**src/rtl/alu_control_mdu.sv**
```systemverilog
// EX-stage ALU control decoder with an iterative RV32M multiply/divide unit.
// Decode is purely combinational; M-ops run one shift-add or restoring-divide
// step per cycle, stall the pipeline, then present a registered result.
module alu_control_mdu #(
    parameter int XLEN     = 32,
    parameter int OP_WIDTH = 4
) (
    input  logic                clk,
    input  logic                reset,
    input  logic                valid_i,
    input  logic [6:0]          funct7_i,
    input  logic [2:0]          ALU_Op_i,
    input  logic [2:0]          funct3_i,
    input  logic [XLEN-1:0]     rs1_i,
    input  logic [XLEN-1:0]     rs2_i,
    output logic [OP_WIDTH-1:0] ALU_Operation_o,
    output logic                stall_o,
    output logic                mdu_sel_o,
    output logic                mdu_done_o,
    output logic [XLEN-1:0]     mdu_result_o
);

    localparam int CW = $clog2(XLEN);
    localparam logic [CW-1:0] LAST_CNT = CW'(XLEN - 1);

    localparam logic [3:0] ALU_ADD  = 4'b0000;
    localparam logic [3:0] ALU_SUB  = 4'b0001;
    localparam logic [3:0] ALU_AND  = 4'b0010;
    localparam logic [3:0] ALU_OR   = 4'b0011;
    localparam logic [3:0] ALU_XOR  = 4'b0100;
    localparam logic [3:0] ALU_SLT  = 4'b0101;
    localparam logic [3:0] ALU_SLL  = 4'b0110;
    localparam logic [3:0] ALU_SRL  = 4'b0111;
    localparam logic [3:0] ALU_SRA  = 4'b1000;
    localparam logic [3:0] ALU_LUI  = 4'b1001;
    localparam logic [3:0] ALU_SLTU = 4'b1010;

    typedef enum logic [1:0] {
        S_IDLE = 2'd0,
        S_BUSY = 2'd1,
        S_DONE = 2'd2
    } state_t;

    state_t            state_q, state_d;
    logic [CW-1:0]     cnt_q, cnt_d;
    logic [2*XLEN-1:0] acc_q, acc_d;
    logic [XLEN-1:0]   mag_q, mag_d;
    logic [2:0]        f3_q, f3_d;
    logic              sa_q, sa_d, sb_q, sb_d;
    logic              done_q, done_d;
    logic [XLEN-1:0]   result_q, result_d;

    logic [3:0]        base_code_s, code_s;
    logic              is_mop_s;
    logic              sign_a_s, sign_b_s, sa_cap_s, sb_cap_s;
    logic [XLEN-1:0]   mag_a_s, mag_b_s;
    logic [XLEN:0]     mul_sum_s, rem_sh_s, diff_s;
    logic [2*XLEN-1:0] mul_next_s, div_next_s, step_s, prod_s;
    logic [XLEN-1:0]   quo_s, rmd_s, final_s;

    // funct3 map shared by register and immediate arithmetic forms
    always_comb begin
        base_code_s = ALU_ADD;
        case (funct3_i)
            3'b000:  base_code_s = ALU_ADD;
            3'b001:  base_code_s = ALU_SLL;
            3'b010:  base_code_s = ALU_SLT;
            3'b011:  base_code_s = ALU_SLTU;
            3'b100:  base_code_s = ALU_XOR;
            3'b101:  base_code_s = ALU_SRL;
            3'b110:  base_code_s = ALU_OR;
            3'b111:  base_code_s = ALU_AND;
            default: base_code_s = ALU_ADD;
        endcase
    end

    // Instruction-class decode into ALU opcode and M-op detection
    always_comb begin
        code_s   = ALU_ADD;
        is_mop_s = 1'b0;
        case (ALU_Op_i)
            3'b000: begin
                case (funct7_i)
                    7'b0000000: code_s = base_code_s;
                    7'b0100000: begin
                        if (funct3_i == 3'b000) begin
                            code_s = ALU_SUB;
                        end else if (funct3_i == 3'b101) begin
                            code_s = ALU_SRA;
                        end else begin
                            code_s = ALU_ADD;
                        end
                    end
                    7'b0000001: begin
                        code_s   = ALU_ADD;
                        is_mop_s = 1'b1;
                    end
                    default: code_s = ALU_ADD;
                endcase
            end
            3'b001: begin
                if ((funct3_i == 3'b101) && funct7_i[5]) begin
                    code_s = ALU_SRA;
                end else begin
                    code_s = base_code_s;
                end
            end
            3'b100:  code_s = ALU_SUB;
            3'b101:  code_s = ALU_LUI;
            default: code_s = ALU_ADD;
        endcase
    end

    assign ALU_Operation_o = OP_WIDTH'(code_s);
    assign mdu_sel_o       = valid_i & is_mop_s;
    assign stall_o         = reset & valid_i & is_mop_s & (state_q != S_DONE);
    assign mdu_done_o      = done_q;
    assign mdu_result_o    = result_q;

    // Operand sign capture and magnitude formation at M-op start
    always_comb begin
        sign_a_s = (funct3_i == 3'b000) || (funct3_i == 3'b001) || (funct3_i == 3'b010) ||
                   (funct3_i == 3'b100) || (funct3_i == 3'b110);
        sign_b_s = (funct3_i == 3'b000) || (funct3_i == 3'b001) ||
                   (funct3_i == 3'b100) || (funct3_i == 3'b110);
        sa_cap_s = rs1_i[XLEN-1] & sign_a_s;
        sb_cap_s = rs2_i[XLEN-1] & sign_b_s;
        mag_a_s  = sa_cap_s ? -rs1_i : rs1_i;
        mag_b_s  = sb_cap_s ? -rs2_i : rs2_i;
    end

    // One shift-add or restoring-divide step, plus final sign fix-up
    always_comb begin
        mul_sum_s  = {1'b0, acc_q[2*XLEN-1:XLEN]} +
                     (acc_q[0] ? {1'b0, mag_q} : {(XLEN+1){1'b0}});
        mul_next_s = {mul_sum_s, acc_q[XLEN-1:1]};
        rem_sh_s   = {acc_q[2*XLEN-1:XLEN], acc_q[XLEN-1]};
        diff_s     = rem_sh_s - {1'b0, mag_q};
        if (!diff_s[XLEN]) begin
            div_next_s = {diff_s[XLEN-1:0], acc_q[XLEN-2:0], 1'b1};
        end else begin
            div_next_s = {rem_sh_s[XLEN-1:0], acc_q[XLEN-2:0], 1'b0};
        end
        step_s  = f3_q[2] ? div_next_s : mul_next_s;
        prod_s  = (sa_q ^ sb_q) ? -step_s : step_s;
        quo_s   = step_s[XLEN-1:0];
        rmd_s   = step_s[2*XLEN-1:XLEN];
        final_s = '0;
        case (f3_q)
            3'b000:                 final_s = prod_s[XLEN-1:0];
            3'b001, 3'b010, 3'b011: final_s = prod_s[2*XLEN-1:XLEN];
            // a zero divisor yields all ones regardless of operand signs
            3'b100, 3'b101:         final_s = (mag_q == '0) ? '1 :
                                              ((sa_q ^ sb_q) ? -quo_s : quo_s);
            3'b110, 3'b111:         final_s = sa_q ? -rmd_s : rmd_s;
            default:                final_s = '0;
        endcase
    end

    // Sequencer next-state: start, step, abort on flush, single DONE cycle
    always_comb begin
        state_d  = state_q;
        cnt_d    = cnt_q;
        acc_d    = acc_q;
        mag_d    = mag_q;
        f3_d     = f3_q;
        sa_d     = sa_q;
        sb_d     = sb_q;
        done_d   = 1'b0;
        result_d = result_q;
        case (state_q)
            S_IDLE: begin
                if (valid_i && is_mop_s) begin
                    state_d = S_BUSY;
                    cnt_d   = '0;
                    f3_d    = funct3_i;
                    sa_d    = sa_cap_s;
                    sb_d    = sb_cap_s;
                    if (!funct3_i[2]) begin
                        acc_d = {{XLEN{1'b0}}, mag_b_s};
                        mag_d = mag_a_s;
                    end else begin
                        acc_d = {{XLEN{1'b0}}, mag_a_s};
                        mag_d = mag_b_s;
                    end
                end else begin
                    state_d = S_IDLE;
                end
            end
            S_BUSY: begin
                if (!valid_i) begin
                    state_d = S_IDLE;
                end else begin
                    acc_d = step_s;
                    cnt_d = cnt_q + CW'(1);
                    if (cnt_q == LAST_CNT) begin
                        state_d  = S_DONE;
                        done_d   = 1'b1;
                        result_d = final_s;
                    end else begin
                        state_d = S_BUSY;
                    end
                end
            end
            S_DONE:  state_d = S_IDLE;
            default: state_d = S_IDLE;
        endcase
    end

    // Sequencer state and result registers
    always_ff @(posedge clk or negedge reset) begin
        if (!reset) begin
            state_q  <= S_IDLE;
            cnt_q    <= '0;
            acc_q    <= '0;
            mag_q    <= '0;
            f3_q     <= 3'b000;
            sa_q     <= 1'b0;
            sb_q     <= 1'b0;
            done_q   <= 1'b0;
            result_q <= '0;
        end else begin
            state_q  <= state_d;
            cnt_q    <= cnt_d;
            acc_q    <= acc_d;
            mag_q    <= mag_d;
            f3_q     <= f3_d;
            sa_q     <= sa_d;
            sb_q     <= sb_d;
            done_q   <= done_d;
            result_q <= result_d;
        end
    end

endmodule

```
**config.mk**
```make
export PLATFORM = sky130hd
export DESIGN_NAME = alu_control_mdu
export DESIGN_NICKNAME = d
export VERILOG_FILES = /design/src/rtl/alu_control_mdu.sv
export SDC_FILE = /design/constraint.sdc
export NUM_CORES = 1
export LEC_CHECK = 0
export CORE_UTILIZATION = 45
export CTS_CLUSTER_SIZE = 8
export DETAILED_ROUTE_END_ITERATION = 8
export DONT_BUFFER_PORTS = 1
export GPL_TIMING_DRIVEN = 0
export SLEW_MARGIN = 20
export SYNTH_ARGS = -nofsm -noshare
export SYNTH_HDL_FRONTEND = slang
export SYNTH_SLANG_ARGS = --single-unit
export TNS_END_PERCENT = 50
```
**constraint.sdc**
```tcl
create_clock -name clk -period 12.2 [get_ports clk]
set_input_delay 0.61 -clock clk [delete_from_list [all_inputs] [get_ports clk]]
set_output_delay 0.61 -clock clk [all_outputs]
set_load 0.01 [all_outputs]
```
# After elaboration in Yosys (flattened, before gate mapping)
# Memory sizes are Yosys's and may differ from the RTL's.
# Cells that the tools add are included.
[op_classes] n_addsub=8 n_eq_ne=22 mux=32 n_bitwise=7 n_reduce_logical=21
[ops] op="2-to-1 mux 64 bit" count=5
[ops] op="2-to-1 mux 32 bit" count=8
[ops] op="negation 32 bit" count=4
[ops] op="case mux 32 bit (4 select lines)" count=1
[ops] op="case mux 64 bit (2 select lines)" count=1
[ops] op="negation 64 bit" count=1
[ops] op="adder 32 x 32 -> 33 bit" count=1
[ops] op="subtractor 33 x 32 -> 33 bit" count=1
[ops] op="zero test 32 bit" count=1
[ops] op="== test 3 bit (second input constant)" count=9
[ops] op="case mux 4 bit (4 select lines)" count=1
[ops] op="2-to-1 mux 4 bit" count=3
[ops] op="2-to-1 mux 5 bit" count=2
[ops] op="case mux 5 bit (2 select lines)" count=1
[ops] op="== test 3 x 1 -> 1 bit (second input constant)" count=3
[ops] op="== test 3 x 2 -> 1 bit (second input constant)" count=3
[ops] op="zero test 3 bit" count=3
[ops] op="case mux 4 bit (2 select lines)" count=1
[ops] op="== test 7 x 1 -> 1 bit (second input constant)" count=1
[ops] op="== test 7 x 6 -> 1 bit (second input constant)" count=1
[ops] op="zero test 7 bit" count=1
[ops] op="AND 1 bit" count=6
[ops] op="logical OR 1 bit" count=6
[ops] op="2-to-1 mux 1 bit" count=6
[ops] op="14 further kinds" count=20
[totals] ff_bits=141 romBits=32 inputBits=80 out_inout_bits=39 word_cells=100 mem_count=1
[mem_list] name="(name not given)" depth=8 width=4 read_ports=1 rd_ports_with_merged_regs=0 write_ports=0 line_no="64" source="case (funct3_i)"

# Logic depth before layout (Yosys ltp)
[logic_depth] ltp_word=10 ltp_mapped=19 ltp_nobuf=17

# Worst setup path before layout
# OpenSTA, ideal clock, no wires.
[synth_path] path_type="register to register" from="register acc_q[31]" to="register result_q[29], in the netlist mdu_result_o[29]" setup_ns=0.121 t_arrival_ns=4.339 required_ns=12.079 path_slack_ns=7.740 path_stages_with_launch=19 n_path_buf=1 period_less_slack_ns=4.460 cell_sequence="dfrtp_1 > inv_1 > ha_1 > fa_1 > nand2b_1 > a21oi_1 > o21ai_2 > o31ai_4 > a21oi_4 > xnor2_2 > buf_4 > mux2_1 > a211oi_2 > nand3_1 > or3b_4 > nor2_2 > mux2i_1 > a21oi_1 > o22a_1"
[synth_between] elab_chain_len=7 elab_cells_between_ends=11 cone_classes="4 x add/sub; 7 x mux"
[synth_rtl] element="from (decl)" line_no="46" source="logic [2*XLEN-1:0] acc_q, acc_d;"
[synth_rtl] element="from (signal assigned)" line_no="215" source="acc_q <= '0;"
[synth_rtl] element="from (signal assigned)" line_no="225" source="acc_q <= acc_d;"
[synth_rtl] element="subtractor 33 x 32 -> 33 bit" line_no="138" source="diff_s = rem_sh_s - {1'b0, mag_q};"
[synth_rtl] element="2-to-1 mux 64 bit" line_no="139" source="if (!diff_s[XLEN]) begin"
[synth_rtl] element="2-to-1 mux 64 bit (*)" line_no="144" source="step_s = f3_q[2] ? div_next_s : mul_next_s;"
[synth_rtl] element="negation 32 bit" line_no="154" source="((sa_q ^ sb_q) ? -quo_s : quo_s);"
[synth_rtl] element="2-to-1 mux 32 bit" line_no="154"
[synth_rtl] element="2-to-1 mux 32 bit" line_no="153" source="3'b100, 3'b101: final_s = (mag_q == '0) ? '1 :"
[synth_rtl] element="case mux 32 bit (4 select lines) (*)" line_no="149" source="case (f3_q)"
[synth_rtl] element="to (signal assigned)" line_no="231" source="result_q <= result_d;"
[synth_rtl] element="to (decl)" line_no="51" source="logic [XLEN-1:0] result_q, result_d;"
# Mark *: on every way between the ends. The rest lies on a longest branch, timed or not.
# A chain may end at the register's enable or synchronous reset.

# Final worst setup path
[layout_path] from="register acc_q[31]" to="register result_q[21], in the netlist mdu_result_o[21]"
# The elaborated chain is that of the path after synthesis.

==> run summary <==
The slowest stage of the critical path is the sky130_fd_sc_hd__a2111oi_0 cell. The fraction of the cycle the final worst path needs is 51.60%, and the post-route antenna net violation count is 0. Data on the critical path is required at its endpoint by 12.51 ns. The count of buffers from port buffering came out at 0. The detailed router placed 18487 vias in this run. The synthesized netlist contains 96 unique library cells. After synthesis, the cell types taking the most area are sky130_fd_sc_hd__dfrtp_1 21%, sky130_fd_sc_hd__nand2_1 6.6%, sky130_fd_sc_hd__a21oi_1 6.4%. The count of H-tree levels built during CTS was 4. The run finished, with violations left.

Along the worst path, the maximum fanout reaches 10. Broken down by cell family, the worst path's largest delay share belongs to compound AO/OA/AOI/OAI gates. STA classifies the critical path endpoint as a register. After synthesis, the mean cell area works out to 7.222 um2.

The buffers inserted during post-CTS setup optimization is 0. In the final routed layout, each cell accounts on average for 27.12 um. The number of synthesized register bits came out at 141. In this run, CTS created clock tree buffers numbering 17. Across the run, the number of max-cap violations was 0.

The synthesized design contains 0 enable-type register cells. For this run, the leading register cell type out of synthesis is sky130_fd_sc_hd__dfrtp_1. The detailed-router iteration count before antenna repair was 9. The net total in the final layout was 2453. The longest clock path from root to sink contains 2 buffers. The clock drives 141 sinks. The largest stage delay on the critical path is 0.90 ns, and the placed wire-length estimate after detailed placement is 60.78 mm. The area growth from synthesis to layout is 7.293%. The total overflow left after global routing is 0.

TritonCTS built the clock tree. The transition time at the pin with the least slew margin is 1.194 ns. Global routing used 39.91% of the available tracks across all layers.

The tools report the maximum frequency from static timing analysis as 158.9 MHz. Summed over all failing endpoints, the final setup total negative slack is 0 ns. Counting every instance in the synthesized netlist gives 2278.

The logs give 69 for the number of placement rows and 0 for the number of pins exceeding their max-slew limit in the final report. The clock reaches the later pin of the worst-skew pair after 0.47 ns. The logs give 46.03% for the starting density of the core and 5.90 ns for the internal reg-to-reg setup slack. Walking the worst path, the cells encountered are inv_1, ha_1, fa_1, nand2b_1, a21oi_1, o21ai_2, o31ai_4, a21oi_4, xnor2_2, nand2_2, mux2i_2, and3b_1, buf_2, nand3_1, mux2i_1, a2111oi_0, nor3_1. The run gives 6.60 ns as the arrival time reported for the critical path endpoint.

The final reports fail on DRC, hold timing. At the end of routability-driven placement, the weighted congestion stood at 1.019. The count of final hold-check violations came out at 2. The launching element type of the critical path was a register. The logs give 5.905 ns for the post-route worst setup slack and 75.24 mm for the aggregate routed wire length. Setup repair after global routing left no endpoint under its margin. The chip width is 193.2 um. The worst-case IR drop observed on VDD is 0.1392 mV.

For the number of top-level pins, the log shows 119. Final critical delay including setup and external delays: 6.295 ns. For this run, the number of Yosys warnings is 0.

Via count of the first global-routing pass: 17429. The number of antenna violations at the first check in global routing came out at 0. The overall die height came out at 193.2 um.

In the layout the commonest cells are 291 x sky130_fd_sc_hd__nand2_1, 234 x sky130_fd_sc_hd__nor2_1, 209 x sky130_fd_sc_hd__a21oi_1. The run gives 19.67% as the worst relative slew slack. The cell chosen for the clock root is sky130_fd_sc_hd__clkbuf_16. Entering global routing, the biggest net connects 142 pins. The leakage power total came out at 7.550 nW. The kind of path behind the tightest hold check was primary input to asynchronous set/reset pin. The run gives 0 as the post-cts resize count. The combined buffer and inverter count along the critical path works out to 2. Detail-routed via count per cell: 6.664. The sequential fraction of the synthesis area is 21.45%, and the final hold slack is -0.003085 ns. The fraction of registers with async set or reset after synthesis was 100.0%; the count of endpoints failing setup in the final report was 0. The worst clock skew is 0.01651 ns, and the total power divided by cell area is 84.60 mW/mm2.

The wire length of the first global-routing pass is 111.3 mm, and the count of hold-fix buffers inserted at cts is 1. Classification of the worst setup path: register to register. The area fraction of the dominant cell type after synthesis came out at 21.45%.

The largest total area in the synthesized netlist belongs to sky130_fd_sc_hd__dfrtp_1. Area of the core: 0.03574 mm2. The number of design rule violations left after detail routing was 6. The floorplan die area came out at 0.03733 mm2.

Leading cell type in the layout, fill and taps excluded: sky130_fd_sc_hd__nand2_1. Clock-pin slew was measured on the worst setup and hold paths at 0.07 ns. Cells with a size suffix above 1 make up 5.969% of the layout. The tools report the total chip power as 1.493 mW. For the DRC violation total after the first TritonRoute iteration, the log shows 2370. Net count of the mapped netlist: 2432. The post-synth design cell area was 0.01645 mm2. For the post-placement setup slack, the log shows 6.185 ns.
-- final timing paths --
check,from,to,depth (start not counted)
min in group clk,rs1_i[0],mag_q[0],2
min reg2reg,cnt_q[4],cnt_q[4],2
max reg2reg,acc_q[31],mdu_result_o[21],17
max in group asynchronous,reset,mdu_result_o[29],1
min,reset,mag_q[19],1
max,acc_q[31],mdu_result_o[21],17
-- Yosys cell counts (13+ instances only) --
master / count
sky130_fd_sc_hd__a21o_1: 25
sky130_fd_sc_hd__a21oi_1: 209
sky130_fd_sc_hd__a211oi_1: 25
sky130_fd_sc_hd__nand3_1: 47
sky130_fd_sc_hd__and2_1: 47
sky130_fd_sc_hd__dfrtp_1: 141
sky130_fd_sc_hd__ha_1: 72
sky130_fd_sc_hd__xnor2_1: 104
sky130_fd_sc_hd__a22o_1: 16
sky130_fd_sc_hd__nand4_1: 32
sky130_fd_sc_hd__or3_1: 15
sky130_fd_sc_hd__nand2_1: 291
sky130_fd_sc_hd__o31ai_1: 19
sky130_fd_sc_hd__o221ai_1: 19
sky130_fd_sc_hd__and3_1: 17
sky130_fd_sc_hd__mux2_2: 16
sky130_fd_sc_hd__buf_2: 27
sky130_fd_sc_hd__o22ai_1: 20
sky130_fd_sc_hd__o21a_1: 17
sky130_fd_sc_hd__a31oi_1: 35
sky130_fd_sc_hd__mux2i_1: 60
sky130_fd_sc_hd__o211ai_1: 31
sky130_fd_sc_hd__clkbuf_1: 87
sky130_fd_sc_hd__o21ai_0: 196
sky130_fd_sc_hd__nor3_1: 65
sky130_fd_sc_hd__inv_1: 72
sky130_fd_sc_hd__xor2_1: 69
sky130_fd_sc_hd__buf_1: 16
sky130_fd_sc_hd__nor2_1: 234
sky130_fd_sc_hd__nor4_1: 24
sky130_fd_sc_hd__nor2b_1: 18
sky130_fd_sc_hd__nand2b_1: 13
-- stage by stage --
| stage | area (um2) | util [%] | std cells |
|---|---|---|---|
| floorplan | 16450 | - | 2278 |
| global placement | 17030 | 47.64 | 2739 |
| detailed placement | 17060 | 47.72 | 2740 |
| CTS | 17650 | 49.38 | 2773 |
| global route | 17650 | 49.38 | 2773 |
| finish | 17650 | 49.39 | 2774 |
-- routing by layer --
metal  vias up  track usage (%)  part of all wire (%)
met5         -                0                     0
met4         0            24.44                   6.6
met3       210            8.699                    11
met2      1088            60.61                    43
met1      8846            51.72                    40
li1       8343                -                     -
-- sequential cells by signal (all words and copies together), names as in the netlist --
signal,flops
mag_q,32
mdu_done_o,1
f3_q,3
state_q,2
cnt_q,5
acc_q,64
sa_q,1
sb_q,1
mdu_result_o,32
-- power by group --
part | switching (mW) | leakage (nW) | internal, mW
registers | 0.0154 | 1.88 | 0.477
clock network | 0.233 | 0.277 | 0.292
logic | 0.325 | 5.39 | 0.151
total | 0.573 | 7.55 | 0.920
-- area by class of cell --
cell class	count	area, um2
timing repair buffer	2	35.03
fill	3671	18090
inverter	76	285.3
sequential	141	3528
clock inverter	12	108.9
tap	461	576.8
buffer	138	594.3
clock buffer	20	456.7
antenna	1	2.502
multi-input combinational	1923	12060
-- cell families (layout without fill, tap and decap cells) --
family | after synthesis | after routing | share of synthesized area, %
buf+inv | 214 | 248 | 5.346
compound gates | 735 | 735 | 28.68
flops | 141 | 141 | 21.45
simple gates | 863 | 863 | 24.69
other cells | 0 | 1 | 0
xor+xnor | 174 | 174 | 9.309
mux | 77 | 77 | 4.814
fa+ha+maj | 74 | 74 | 5.719
(Power assumes the default switching activity.)
